`config.mk`:
```
export PLATFORM = sky130hd
export DESIGN_NAME = argmax_classifier
export DESIGN_NICKNAME = d
export VERILOG_FILES = /design/src/rtl/nn_pkg.sv /design/src/rtl/argmax_classifier.sv
export SDC_FILE = /design/constraint.sdc
export NUM_CORES = 1
export LEC_CHECK = 0
export BUFFER_PORTS_ARGS = -buffer_cell sky130_fd_sc_hd__buf_2
export CORE_ASPECT_RATIO = 1.75
export CORE_MARGIN = 8
export CORE_UTILIZATION = 51
export CTS_BUF_LIST = sky130_fd_sc_hd__clkbuf_2
export CTS_CLUSTER_DIAMETER = 30
export DETAILED_ROUTE_END_ITERATION = 10
export PLACE_DENSITY = 0.77
export SKIP_CTS_REPAIR_TIMING = 1
export SYNTH_ARGS = -nofsm -noshare
export SYNTH_HDL_FRONTEND = slang
export SYNTH_SLANG_ARGS = --single-unit
```
`constraint.sdc`:
```
create_clock -name clock -period 10 [get_ports clock]
set_input_delay 2 -clock clock [delete_from_list [all_inputs] [get_ports clock]]
set_output_delay 2 -clock clock [all_outputs]
set_load 0.02 [all_outputs]
```
`src/rtl/nn_pkg.sv`:
```
// Shared neural-network pipeline package.
//   argmax_state_t  : scan FSM states used by argmax_classifier
//   activation_type : activation selector used by the dense layers
//   index_width()   : width of an index into an n-element vector (minimum 1)
package nn_pkg;

    typedef enum logic [1:0] {
        IDLE = 2'd0,
        SCAN = 2'd1,
        DONE = 2'd2
    } argmax_state_t;

    typedef enum logic [1:0] {
        ACT_NONE    = 2'd0,
        ACT_RELU    = 2'd1,
        ACT_SIGMOID = 2'd2,
        ACT_TANH    = 2'd3
    } activation_type;

    // A one-element vector still needs a 1-bit index port.
    function automatic int index_width(input int n);
        return (n <= 1) ? 1 : $clog2(n);
    endfunction

endpackage

```
`src/rtl/argmax_classifier.sv`:
```
// argmax_classifier: output stage after the final dense layer. Snapshots the
// signed output vector on inputs_ready, scans one element per clock and
// reports the index of the largest element (lowest index wins ties).
//
// Ports
//   clock        : rising-edge clock
//   reset        : asynchronous, active-low reset
//   inputs_ready : one-cycle pulse, inputs valid this cycle
//   inputs       : NUM_INPUTS signed DATA_WIDTH-bit elements
//   class_index  : index of the maximum element, held until the next result
//   class_valid  : one-cycle pulse, class_index (and confidence outputs) valid
//   busy         : high while scanning
//   overrun      : sticky, inputs_ready seen while busy (cleared by reset only)
//   max_value    : winning value          (ARGMAX_CONFIDENCE_EN only)
//   margin       : winner minus runner-up (ARGMAX_CONFIDENCE_EN only)
//   state_dbg    : current FSM state, for observation only
//
// Handshake: there is no back-pressure. A vector is accepted on any clock edge
// where inputs_ready is high and the FSM is in IDLE or DONE; a pulse while
// busy is dropped and flagged in overrun. class_valid pulses for exactly one
// cycle, NUM_INPUTS edges after the accepting edge, and is never stalled.
//
// Configuration macro: ARGMAX_CONFIDENCE_EN adds runner-up tracking and the
// max_value / margin outputs.
module argmax_classifier
    import nn_pkg::*;
#(
    parameter int DATA_WIDTH  = 32,
    parameter int NUM_INPUTS  = 10,
    parameter int INDEX_WIDTH = index_width(NUM_INPUTS)
) (
    input  logic                         clock,
    input  logic                         reset,
    input  logic                         inputs_ready,
    input  logic signed [DATA_WIDTH-1:0] inputs [NUM_INPUTS],
    output logic [INDEX_WIDTH-1:0]       class_index,
    output logic                         class_valid,
    output logic                         busy,
    output logic                         overrun,
`ifdef ARGMAX_CONFIDENCE_EN
    output logic signed [DATA_WIDTH-1:0] max_value,
    output logic signed [DATA_WIDTH:0]   margin,
`endif
    output argmax_state_t                state_dbg
);

    localparam logic [INDEX_WIDTH-1:0] LAST_IDX = INDEX_WIDTH'(NUM_INPUTS - 1);
    localparam logic [INDEX_WIDTH-1:0] ONE_IDX  = INDEX_WIDTH'(1);

    argmax_state_t state_q, state_d;
    logic signed [DATA_WIDTH-1:0] snap_q [NUM_INPUTS];
    logic signed [DATA_WIDTH-1:0] snap_d [NUM_INPUTS];
    logic signed [DATA_WIDTH-1:0] best_q, best_d;
    logic [INDEX_WIDTH-1:0]       best_idx_q, best_idx_d;
    logic [INDEX_WIDTH-1:0]       idx_q, idx_d;
    logic [INDEX_WIDTH-1:0]       class_index_q, class_index_d;
    logic                         class_valid_q, class_valid_d;
    logic                         overrun_q, overrun_d;
    logic                         accept;
    logic signed [DATA_WIDTH-1:0] cur;
`ifdef ARGMAX_CONFIDENCE_EN
    localparam logic signed [DATA_WIDTH-1:0] MOST_NEG = {1'b1, {(DATA_WIDTH-1){1'b0}}};
    logic signed [DATA_WIDTH-1:0] runner_q, runner_d;
    logic signed [DATA_WIDTH-1:0] max_value_q, max_value_d;
    logic signed [DATA_WIDTH:0]   margin_q, margin_d;
`endif

    // DONE is the only non-busy state besides IDLE, so a vector may arrive in
    // the result cycle and start the next scan without a bubble.
    assign accept = inputs_ready && (state_q != SCAN);
    assign cur    = snap_q[idx_q];

    always_comb begin
        state_d       = state_q;
        snap_d        = snap_q;
        best_d        = best_q;
        best_idx_d    = best_idx_q;
        idx_d         = idx_q;
        class_index_d = class_index_q;
        // Registered on the edge leaving DONE, giving NUM_INPUTS edges of latency.
        class_valid_d = (state_q == DONE);
        overrun_d     = overrun_q | (inputs_ready && (state_q == SCAN));
`ifdef ARGMAX_CONFIDENCE_EN
        runner_d      = runner_q;
        max_value_d   = max_value_q;
        margin_d      = margin_q;
`endif

        if (state_q == DONE) begin
            class_index_d = best_idx_q;
`ifdef ARGMAX_CONFIDENCE_EN
            max_value_d   = best_q;
            // Sign-extend both operands so the difference cannot overflow.
            margin_d      = (NUM_INPUTS == 1) ? '0 :
                            ({best_q[DATA_WIDTH-1], best_q} - {runner_q[DATA_WIDTH-1], runner_q});
`endif
        end

        case (state_q)
            SCAN: begin
                // Strict compare keeps the lowest index on ties.
                if (cur > best_q) begin
                    best_d     = cur;
                    best_idx_d = idx_q;
                end
`ifdef ARGMAX_CONFIDENCE_EN
                if (cur > best_q) begin
                    runner_d = best_q;
                end else if (cur > runner_q) begin
                    runner_d = cur;
                end
`endif
                idx_d = idx_q + ONE_IDX;
                if (idx_q == LAST_IDX) begin
                    state_d = DONE;
                end
            end
            default: state_d = IDLE;
        endcase

        if (accept) begin
            snap_d     = inputs;
            best_d     = inputs[0];
            best_idx_d = '0;
            idx_d      = ONE_IDX;
            state_d    = (NUM_INPUTS == 1) ? DONE : SCAN;
`ifdef ARGMAX_CONFIDENCE_EN
            runner_d   = MOST_NEG;
`endif
        end
    end

    always_ff @(posedge clock or negedge reset) begin
        if (!reset) begin
            state_q       <= IDLE;
            best_q        <= '0;
            best_idx_q    <= '0;
            idx_q         <= '0;
            class_index_q <= '0;
            class_valid_q <= 1'b0;
            overrun_q     <= 1'b0;
`ifdef ARGMAX_CONFIDENCE_EN
            runner_q      <= '0;
            max_value_q   <= '0;
            margin_q      <= '0;
`endif
        end else begin
            state_q       <= state_d;
            best_q        <= best_d;
            best_idx_q    <= best_idx_d;
            idx_q         <= idx_d;
            class_index_q <= class_index_d;
            class_valid_q <= class_valid_d;
            overrun_q     <= overrun_d;
`ifdef ARGMAX_CONFIDENCE_EN
            runner_q      <= runner_d;
            max_value_q   <= max_value_d;
            margin_q      <= margin_d;
`endif
        end
    end

    // Snapshot contents are only meaningful after an accept, so no reset.
    always_ff @(posedge clock) begin
        snap_q <= snap_d;
    end

    assign class_index = class_index_q;
    assign class_valid = class_valid_q;
    assign busy        = (state_q == SCAN);
    assign overrun     = overrun_q;
    assign state_dbg   = state_q;
`ifdef ARGMAX_CONFIDENCE_EN
    assign max_value   = max_value_q;
    assign margin      = margin_q;
`endif

endmodule

```
# ---- Word-level counts from Yosys, hierarchy flattened
# Index checks and enable logic that the tools add are counted.
dict set report totals {
  regBits 368
  inputBits 323
  output_inout_bits 9
}
dict set report op_classes {
  addsub 1
  order_cmp 2
  n_eq_ne 5
  mux 14
  n_bitwise 2
  reduce_logical 5
}
# op n
set op_table {}
lappend op_table {{32-bit 2-to-1 mux} 5}
lappend op_table {{32-bit binary-select mux with 4-bit select} 1}
lappend op_table {{32-bit greater-than comparator} 1}
lappend op_table {{4-bit 2-to-1 mux} 5}
lappend op_table {{2-bit 2-to-1 mux} 3}
lappend op_table {{5-bit >= comparator (second input constant)} 1}
lappend op_table {{4-bit inverter with 5-bit output} 1}
lappend op_table {{4-bit by 1-bit adder with 4-bit output (second input constant)} 1}
lappend op_table {{4-bit == test (second input constant)} 1}
lappend op_table {{2-bit nonzero test} 2}
lappend op_table {{3-bit by 1-bit inequality test with 1-bit output (second input constant)} 1}
lappend op_table {{2-bit by 1-bit == test with 1-bit output (second input constant)} 1}
lappend op_table {{2-bit == test (second input constant)} 1}
lappend op_table {{1-bit logical AND} 2}
lappend op_table {{2-bit by 1-bit inequality test with 1-bit output (second input constant)} 1}
lappend op_table {{2-bit AND reduction} 1}
lappend op_table {{1-bit bitwise OR} 1}

# ---- Depth between registers and ports, before layout
# Gate-level depths: netlist (run 1).
dict set report depth {
  word_depth 8
  depth_mapped 16
  ltp_nobuf 13
}

# ---- Least setup slack after synthesis (run 1)
# Ideal clock, no wire load.
dict set report synth_path {
  path_type {input -> register}
  start {in inputs_ready}
  end {reg best_q[21]}
  arrival_time_ns 12.068
  required_time_ns 9.880
  setup_slack_ns -2.189
  path_stages 5
  n_path_buf 1
  path_cell_list {nand2_1 -> inv_1 -> clkbuf_1 -> nor2_1 -> a221oi_2}
}
dict set report synth_between {
  elab_chain_len 3
  elab_cells_between_ends 5
}
# element line_no
set synth_rtl {}
lappend synth_rtl {{from (decl)} argmax_classifier.sv:34} ;# input logic inputs_ready,
lappend synth_rtl {{1-bit logical AND (*)} argmax_classifier.sv:70} ;# assign accept = inputs_ready && (state_q != SCAN);
lappend synth_rtl {{named net accept} argmax_classifier.sv:59} ;# logic accept;
lappend synth_rtl {{2-bit nonzero test (no source line)} --}
lappend synth_rtl {{2-bit AND reduction (no source line)} --}
lappend synth_rtl {{to (signal assigned)} argmax_classifier.sv:149} ;# best_q <= best_d;
lappend synth_rtl {{to (decl)} argmax_classifier.sv:53} ;# logic signed [DATA_WIDTH-1:0] best_q, best_d;
# Mark *: on every way through the listed nets, which the timed path passes. The rest lies on a longest branch.
# A chain may end at the register's enable or synchronous reset.

# ---- Final worst setup path (run 1)
dict set report layout_path {
  start {reg idx_q[0]}
  end {reg best_q[25]}
}
dict set report layout_between {
  elab_chain_len 7
  elab_cells_between_ends 10
}
# element line_no
set layout_rtl {}
lappend layout_rtl {{from (decl)} argmax_classifier.sv:55} ;# logic [INDEX_WIDTH-1:0] idx_q, idx_d;
lappend layout_rtl {{from (signal assigned)} argmax_classifier.sv:151} ;# idx_q <= idx_d;
lappend layout_rtl {{4-bit inverter with 5-bit output (not written as such) (*)} argmax_classifier.sv:71} ;# assign cur = snap_q[idx_q];
lappend layout_rtl {{32-bit binary-select mux with 4-bit select (*)} argmax_classifier.sv:71}
lappend layout_rtl {{32-bit 2-to-1 mux (not written as such) (*) (2 in a row)} argmax_classifier.sv:71}
lappend layout_rtl {{32-bit greater-than comparator / 32-bit 2-to-1 mux (equally long branches)} argmax_classifier.sv:102} ;# if (cur > best_q) begin
lappend layout_rtl {{2-bit nonzero test (no source line) / 32-bit 2-to-1 mux (equally long branches)} --}
lappend layout_rtl {{2-bit AND reduction (no source line) / 32-bit 2-to-1 mux (equally long branches)} --}
# Every way passes the cells marked *; elsewhere a longest branch is shown, timed or not. The select of a mux whose other input is x is not followed.

==> flow_summary.ini, run 1 <==
[sta]
slew_headroom = 0.1353
setup_violations = 0
max_freq_mhz = 177.9
worst_slew_pin_slew_ns = 1.294
finalHoldViolCount = 0
min_period_over_period = 0.5620
slew_viol_final = 0
setup_tns_ns = 0
layout_min_cycle_time_ns = 5.620
fin_skew_ns = 0.06556
rsz0062_at_grt = no

[worst_setup_path]
ff2ff_path_depth = 13
slowest_delay_ns = 0.74
critPathMaxFanout = 43
cp.required_ns = 10.72
worstPathCellList = buf_4, mux4_2, a221oi_1, a21oi_1, ha_1, nand4_2, nor3_1, a22o_1, or4_4, or3_4, a21oi_4, buf_4, a221oi_2
r2r_slack_ns = 4.38
path_common_cell = buf_4
crit_arrival_ns = 6.34
critPathKind = flip-flop to flip-flop
endpoint_kind = flip-flop
start_kind = flip-flop
critPathSlowestCell = dfrtp_4

[route]
wirelength_um = 36120
drtAntennaViolNets = 0
drt_iter0_drc = 557
vias = 9168
wl_met3_um = 2192
wl_per_cell_um = 21.30
drc = 0
dr.pass1.iters = 4
routedLengthMet1_um = 12820
wl_met2_um = 20070
vias_per_cell = 5.406
top_layer_used = met4

[clock_network]
clock_latency_ns = 0.95
cts_root_buf = clkbuf_2
clkSinkCount = 368
clockBufferDepth = 3
htreeDepth = 3
clk_pin_slew_worst_paths_ns = 0.12
cts_buffers = 84
tritoncts = done

[final_layout]
synthToLayoutAreaGrowth_pct = 18.70
final_cell_mix = buf_2 (331), edfxtp_1 (320), clkbuf_2 (117)
layout_commonest_cell = buf_2
final_util = 0.6092
nets = 1600
finalInstanceArea_mm2 = 0.01812
multiInputGateArea_mm2 = 0.004089
layout-drive-gt1-share = 0.4719
fill_cells = 2250
final-seq-area_mm2 = 0.01082

[yosys]
synthCells = 868
synth_seq_area_share = 0.7082
synthesis.nets = 1225
ys_seq_elements = 368
yosys_most_used_dff = edfxtp_1
synth_edf_count = 320
synth_area_mm2 = 0.01526
ys_warn_count = 0
yosysUniqueCellTypes = 44
syn-mean-instance-area_um2 = 17.59
async_flop_share = 0.1304

[floorplanning]
io_pins = 332
die_h_um = 244.9
core_mm2 = 0.02974
start_util = 0.5132
die_w_um = 146.8
die-area_mm2 = 0.03594
rows = 84

[grt]
grt-ovfl-total = 0
grtUsageTotal = 0.1999
grt_max_degree = 215
antenna_found_initial = 7
grt_pass1_vias = 10180
grt_pass1_wl_um = 54690

[run]
cap_viol_max_count = 0

[placement]
gp_congestion = 0.7866
io_buffers = 331
dp_hpwl_um = 25130
post_dp_cell_area_mm2 = 0.01726

[pwr]
leakagePower_uw = 0.007087
ir_worst_vdd_v = 0.0003232
power_density_mw_per_mm2 = 312.9

[status]
outcome = finished clean

[min_path]
holdCritPathClass = flip-flop to flip-flop
hold_depth = 1
-- cell usage after synthesis (3+ instances only) --
cell,number,share of area
nor3_1,3,0.00098
o21ai_0,7,0.0023
buf_4,3,0.0015
ha_1,34,0.028
a21oi_1,47,0.015
edfxtp_1,320,0.63
buf_1,3,0.00074
a21o_1,3,0.0015
a221oi_1,32,0.018
nor2_1,69,0.017
nand4_1,7,0.0029
dfrtp_1,48,0.079
o21ai_1,3,0.00098
nand2b_1,3,0.0012
mux4_2,64,0.094
nand3_1,7,0.0023
mux2_2,36,0.027
inv_1,38,0.0093
clkbuf_1,28,0.0069
a221oi_2,30,0.030
nand2_1,44,0.011
buf_6,3,0.0022
buf_2,12,0.0039
-- path summary, 6_finish.rpt --
kind	start	to
worst min register to register	overrun	overrun
worst max register to register	idx_q[0]	best_q[25]
worst max-delay path	idx_q[0]	best_q[25]
worst min-delay path	overrun	overrun
max in group asynchronous	reset	idx_q[1]
min in group asynchronous	reset	best_q[24]
-- final cells by class --
class,count,area share
flip-flops and latches,368,0.5971
multi-input cells,413,0.2257
repair buffers,338,0.09502
clock buffers,117,0.03232
well taps,387,0.02672
clock inverters,27,0.01374
inverters,38,0.008287
diodes,8,0.001105
-- power by group --
part	total, uW	internal (uW)	switching [uW]
logic	2490	1060	1430
registers	2170	2030	140
clock network	1010	444	565
-- registers in the layout, summed over array words and instances (netlist names) --
| register | count |
|---|---|
| overrun | 1 |
| idx_q | 4 |
| state_dbg | 2 |
| class_index | 4 |
| best_q | 32 |
| class_valid | 1 |
| best_idx_q | 4 |
| snap_q | 320 |
-- per-layer routing --
metal / vias to the layer above / global-route usage
li1: 4273 / -
met1: 4480 / 0.2103
met2: 352 / 0.3622
met3: 63 / 0.05237
met4: 0 / 0.09863
met5: - / 0
-- metrics by stage --
stage / worst slack, ns / hold slack (ns) / std cells / total power [uW]
5_1_grt: 4.039 / 0.4837 / 1696 / 6046
2_1_floorplan: 2.803 / 0.4712 / 868 / 4254
6_report: 4.380 / 0.4691 / 1696 / 5670
3_5_place_dp: 4.293 / 0.4429 / 1544 / 4736
3_3_place_gp: 4.399 / 0.4349 / 1544 / 4656
4_1_cts: 4.233 / 0.4690 / 1688 / 5761
-- cells by family after synthesis --
| group | count (synthesis) | synth area share |
|---|---|---|
| flip-flops | 368 | 0.7082 |
| AND/OR/NAND/NOR | 143 | 0.04090 |
| XOR/XNOR | 1 | 0.0005739 |
| adder cells (fa/ha/maj) | 34 | 0.02787 |
| AO/OA/AOI/OAI | 133 | 0.07557 |
| multiplexers | 102 | 0.1223 |
| buffers and inverters | 87 | 0.02459 |
-- critical path: cells and delay by family, from the launching register on --
| family | cells | cell delay [ns] |
|---|---|---|
| flip-flops | 1 | 0.74 |
| adder cells (fa/ha/maj) | 1 | 0.37 |
| AO/OA/AOI/OAI | 5 | 1.32 |
| multiplexers | 1 | 0.59 |
| AND/OR/NAND/NOR | 4 | 1.14 |
| buffers and inverters | 2 | 1.15 |
(Power assumes the default switching activity.)
==> run 2, diff against run 1 <==
- ABC_AREA: default -> 1
- PLACE_DENSITY: 0.77 -> 0.76
- clock period: 10 -> 4.55 ns (I/O delays scaled with it)
==> run 2 against run 1 <==
- maximum frequency increased by 39%
- critical endpoint is now best_q[29]
- largest power group unchanged
- sequential power increased by 120%
- hold slack got worse by 0.35 ns
- synthesized cell count increased by 46%
==> flow_summary.ini, run 2 <==
[yosys]
yosys_most_used_dff = edfxtp_1
yosys-top-cells-count = edfxtp_1 (320), nand2_1 (226), nor2_1 (145)
synth_edf_count = 320
yosysMostFrequentCell = edfxtp_1
synth_seq_area_share = 0.6935
ys_warn_count = 0
synth_area_mm2 = 0.01559
yosys.area_share.adder = 0.02729
synth_mux_area_frac = 0.01991
synth_top_area_frac = 0.6165
synthesis.nets = 1622
yosys.area.top_type = edfxtp_1
synthCells = 1265
synth_compound_area_frac = 0.1087
synthTopCellsByArea = edfxtp_1 (62%), dfrtp_1 (7.7%), nand2_1 (5.4%)
ys_seq_elements = 368
syn-mean-instance-area_um2 = 12.32
yosysUniqueCellTypes = 34
synth_top_family_by_area = simple AND/OR/NAND/NOR gates
synth-simple-area-share = 0.1113
synth_xor_area_frac = 0
async_flop_share = 0.1304

[sta]
fin_skew_ns = 0.06887
min_period_over_period = 0.8875
setup_violations = 0
slew_headroom = 0.4905
rsz0062_at_grt = no
setup_tns_ns = 0
finalHoldViolCount = 0
layout_min_cycle_time_ns = 4.038
slew_viol_final = 0
worst_slew_pin_slew_ns = 0.7642
max_freq_mhz = 247.6

[pwr]
ir_worst_vdd_v = 0.0005680
leakagePower_uw = 0.007688
power_density_mw_per_mm2 = 690.9
fin_total_pwr_uw = 12820

[final_layout]
synthToLayoutAreaGrowth_pct = 19.02
final_cell_mix = buf_2 (331), edfxtp_1 (320), nand2_1 (226)
multiInputGateArea_mm2 = 0.004173
regMostFlops = snap_q
largest_reg_flops = 320
nets = 1988
final-seq-area_mm2 = 0.01082
layout-drive-gt1-share = 0.3149
fill_cells = 2433
layout_commonest_cell = buf_2
largestRegisters = snap_q: 320 flops, best_q: 32 flops

[clock_network]
clk_pin_slew_worst_paths_ns = 0.12
clock_latency_ns = 0.96
tritoncts = done
cts_root_buf = clkbuf_2
cts_buffers = 84
clockBufferDepth = 3
clkSinkCount = 368
htreeDepth = 3

[grt]
grt_pass1_wl_um = 65530
antenna_found_initial = 10
grt-ovfl-total = 0
grt_max_degree = 131
grt_pass1_vias = 12110
grtUsageTotal = 0.2357

[floorplanning]
die_w_um = 148.2
die_h_um = 247.3
rows = 84
io_pins = 332
die-area_mm2 = 0.03663
start_util = 0.5186
core_mm2 = 0.03006

[route]
drt_iter0_drc = 661
drc = 0
dr.pass1.iters = 5
vias_per_cell = 5.424
wirelength_um = 43220
vias = 11370
drtAntennaViolNets = 0
wl_per_cell_um = 20.61

[worst_setup_path]
r2r_slack_ns = 0.51
start_kind = flip-flop
crit_arrival_ns = 4.85
cp.required_ns = 5.36
endpoint_kind = flip-flop
critPathKind = flip-flop to flip-flop
critPathMaxFanout = 48

[run]
cap_viol_max_count = 0

[placement]
gp_congestion = 0.8853
dp_hpwl_um = 30570
io_buffers = 331

[status]
outcome = finished clean

[min_path]
holdCritPathClass = primary input to flip-flop
-- run 2: cell count changes in the layout (fill, tap and decap cells not counted), moves of 29 or more --
| cell | before | now |
|---|---|---|
| a221oi_2 | 30 | 0 |
| mux4_2 | 64 | 0 |
| nand2_1 | 43 | 226 |
| nand3_1 | 7 | 56 |
| a21oi_1 | 47 | 17 |
| o21ai_0 | 7 | 124 |
| mux2_2 | 36 | 0 |
| nor2_1 | 68 | 144 |
| o221ai_1 | 0 | 46 |
| mux2i_1 | 2 | 31 |
| a221oi_1 | 32 | 0 |
-- run 2: where the power goes --
part | internal (uW) | switching, uW | leakage (uW)
registers | 4550 | 312 | 0.00352
clock network | 1030 | 1310 | 0.000627
logic | 1860 | 3760 | 0.00355
-- run 2: layout make-up --
class,count,share of cell area
clock inverters,43,0.01875
multi-input cells,765,0.2249
inverters,56,0.01147
well taps,387,0.02610
diodes,11,0.001484
clock buffers,111,0.02995
flip-flops and latches,368,0.5831
repair buffers,356,0.1043
-- run 2: cells by family after synthesis --
kind of cell             Yosys count
flip-flops                       368
buffers and inverters            132
AND/OR/NAND/NOR                  435
AO/OA/AOI/OAI                    265
multiplexers                      31
adder cells (fa/ha/maj)           34
-- run 2: per-layer routing --
layer / vias up / track usage / part of all wire
met2: 508 / 0.4159 / 0.53
met1: 5407 / 0.2499 / 0.36
met5: - / 0 / 0
met3: 100 / 0.05308 / 0.065
met4: 0 / 0.1491 / 0.047
li1: 5359 / - / -
-- run 2: worst paths after layout --
check	start	to	cells after the start
max reg2reg	idx_q[0]	best_q[29]	20
min in group asynchronous	reset	best_q[24]	2
max	idx_q[0]	best_q[29]	20
min reg2reg	overrun	overrun	1
min	inputs[114]	snap_q[114]	1
max in group asynchronous	reset	best_idx_q[1]	3
-- run 2: critical path: stages (launching register included) --
cell	delay, ns
dfrtp_4	0.47
buf_4	0.47
o21ai_0	0.22
o221ai_1	0.46
nand3_1	0.16
o21ai_2	0.11
ha_1	0.26
nand2_1	0.06
nand2_1	0.05
nand2_1	0.05
nand2_1	0.04
nand2_1	0.06
nand3_1	0.11
a21oi_1	0.18
nand2_1	0.07
nand2_1	0.05
nand2_1	0.06
nand2_2	0.28
nand2_2	0.45
nand2_1	0.18
nand2_1	0.06
-- run 2: per-stage QoR --
stage	cells	utilization	hold slack, ns	cell area [um^2]	worst slack, ns
CTS	2085	0.6159	-0.2359	18510	0.4801
floorplan	1265	-	0.4427	15590	0.3543
finish	2097	0.6172	0.1151	18550	0.5118
global route	2096	0.6171	0.01081	18550	0.1132
global placement	1931	0.5859	0.4608	17610	0.6275
detailed placement	1931	0.5859	0.4583	17610	0.5615
==> run 3, diff against run 2 <==
--- a/config.mk
+++ b/config.mk
@@ -9,2 +9,3 @@
 export BUFFER_PORTS_ARGS = -buffer_cell sky130_fd_sc_hd__buf_2
+export CAP_MARGIN = 20
 export CORE_ASPECT_RATIO = 1.75
==> constraint.sdc (replaced) <==
create_clock -name clock -period 4.55 [get_ports clock]
set_input_delay 0.455 -clock clock [delete_from_list [all_inputs] [get_ports clock]]
set_output_delay 0.455 -clock clock [all_outputs]
set_load 0.02 [all_outputs]
==> run 3 against run 2 <==
- sequential share of layout area fell by 8.5 points
- die area did not move
- sequential power barely moved
- hold slack improved by 0.068 ns
- final cell count rose by 15%
- maximum frequency fell by 2.5%
- critical path type unchanged
- highest routed layer unchanged
==> flow_summary.ini, run 3 (synthesized netlist as in run 2, its figures left out) <==
[worst_setup_path]
critPathKind = flip-flop to flip-flop
critPathMaxFanout = 117
endpoint_kind = flip-flop
crit_arrival_ns = 4.93
start_kind = flip-flop
cp.required_ns = 5.34

[final_layout]
nets = 2308
largestRegisters = snap_q: 320 flops, best_q: 32 flops
largest_reg_flops = 320
finalInstanceArea_mm2 = 0.02170
synthToLayoutAreaGrowth_pct = 39.20
layout-drive-gt1-share = 0.2645
final_util = 0.7218
final_cell_mix = buf_2 (331), dlygate4sd3_1 (324), edfxtp_1 (320)
regMostFlops = snap_q
layout_commonest_cell = buf_2

[sta]
max_freq_mhz = 241.4
layout_min_cycle_time_ns = 4.143
setup_tns_ns = 0
fin_skew_ns = 0.1113
worst_slew_pin_slew_ns = 1.086
min_period_over_period = 0.9106
finalHoldViolCount = 0
rsz0062_at_grt = no
setup_violations = 0
slew_headroom = 0.2763
slew_viol_final = 0

[status]
outcome = finished clean

[grt]
grtUsageTotal = 0.2332
antenna_found_initial = 6
grt-ovfl-total = 0
grt_pass1_vias = 11880
grt_max_degree = 192
grt_pass1_wl_um = 64650

[floorplanning]
rows = 84
die_h_um = 247.3
core_mm2 = 0.03006
die-area_mm2 = 0.03663
start_util = 0.5186
die_w_um = 148.2
io_pins = 332

[placement]
dp_hpwl_um = 30240
post_dp_cell_area_mm2 = 0.01759
gp_congestion = 0.8785
io_buffers = 331

[clock_network]
htreeDepth = 3
clock_latency_ns = 1.00
cts_root_buf = clkbuf_2
tritoncts = done
clk_pin_slew_worst_paths_ns = 0.17
clockBufferDepth = 3
clkSinkCount = 368
cts_buffers = 83

[min_path]
holdCritPathClass = primary input to flip-flop

[pwr]
ir_worst_vdd_v = 0.0004184
power_density_mw_per_mm2 = 607.6
leakagePower_uw = 0.009003

[route]
drtAntennaViolNets = 0
wirelength_um = 54350
vias_per_cell = 5.520
dr.pass1.iters = 7
drc = 0
drt_iter0_drc = 1226
vias = 13320
wl_per_cell_um = 22.53

[run]
cap_viol_max_count = 0
## run 3: stage by stage
step	std cells	worst slack [ns]	power [uW]	hold slack, ns
2_1_floorplan	1265	0.6441	9068	0.1594
3_3_place_gp	1927	0.5308	10440	0.4619
3_5_place_dp	1928	0.4768	10590	0.4677
4_1_cts	2081	0.4117	12820	-0.4759
5_1_grt	2412	0.1729	14080	0.08618
6_report	2413	0.4070	13180	0.1834
## run 3: worst paths after layout
| path | end | cells after the start | from | slack [ns] |
|---|---|---|---|---|
| max | best_q[25] | 20 | idx_q[0] | 0.41 |
| min | snap_q[176] | 2 | inputs[176] | 0.18 |
| max reg2reg | best_q[25] | 20 | idx_q[0] | 0.41 |
| min reg2reg | class_index[0] | 2 | class_index[0] | 0.49 |
| max in group asynchronous | class_index[1] | 4 | reset | 3.09 |
| min in group asynchronous | best_q[26] | 4 | reset | 0.55 |
## run 3: layer usage
metal	global-route usage	part of all wire	vias to the layer above
met3	0.05345	0.086	172
met5	0	0	-
met4	0.1187	0.049	0
met1	0.2509	0.34	6282
met2	0.4198	0.53	874
li1	-	-	5991
## run 3: critical path, cell delays in order, from the launching register on
cell and delay (ns):
dfrtp_4 0.47, buf_12 0.40, o21ai_0 0.19, o221ai_1 0.49, nand3_1 0.19, o21ai_2 0.12, ha_1 0.26, nand2_1 0.06
nand2_1 0.04, nand2_1 0.05, nand2_1 0.06, nand2_1 0.06, nand3_1 0.09, a21oi_1 0.19, nand2_1 0.08, nand2_1 0.06
nand2_1 0.06, nand2_2 0.28, nand2_2 0.47, nand2_1 0.17, nand2_1 0.06
## run 3: cell type report
cell class | count | area (um^2)
Antenna cell | 7 | 17.52
Timing Repair Buffer | 677 | 5165
Tap cell | 387 | 484.2
Fill cell | 1962 | 8362
Clock inverter | 36 | 242.7
Multi-Input combinational cell | 765 | 4173
Clock buffer | 117 | 585.6
Inverter | 56 | 212.7
Sequential cell | 368 | 10820
## run 3: power breakdown
part	leakage (uW)	switching (uW)	internal (uW)
registers	0.00352	312	4560
logic	0.00489	3970	2040
clock network	0.000594	1430	878
total	0.00900	5710	7480
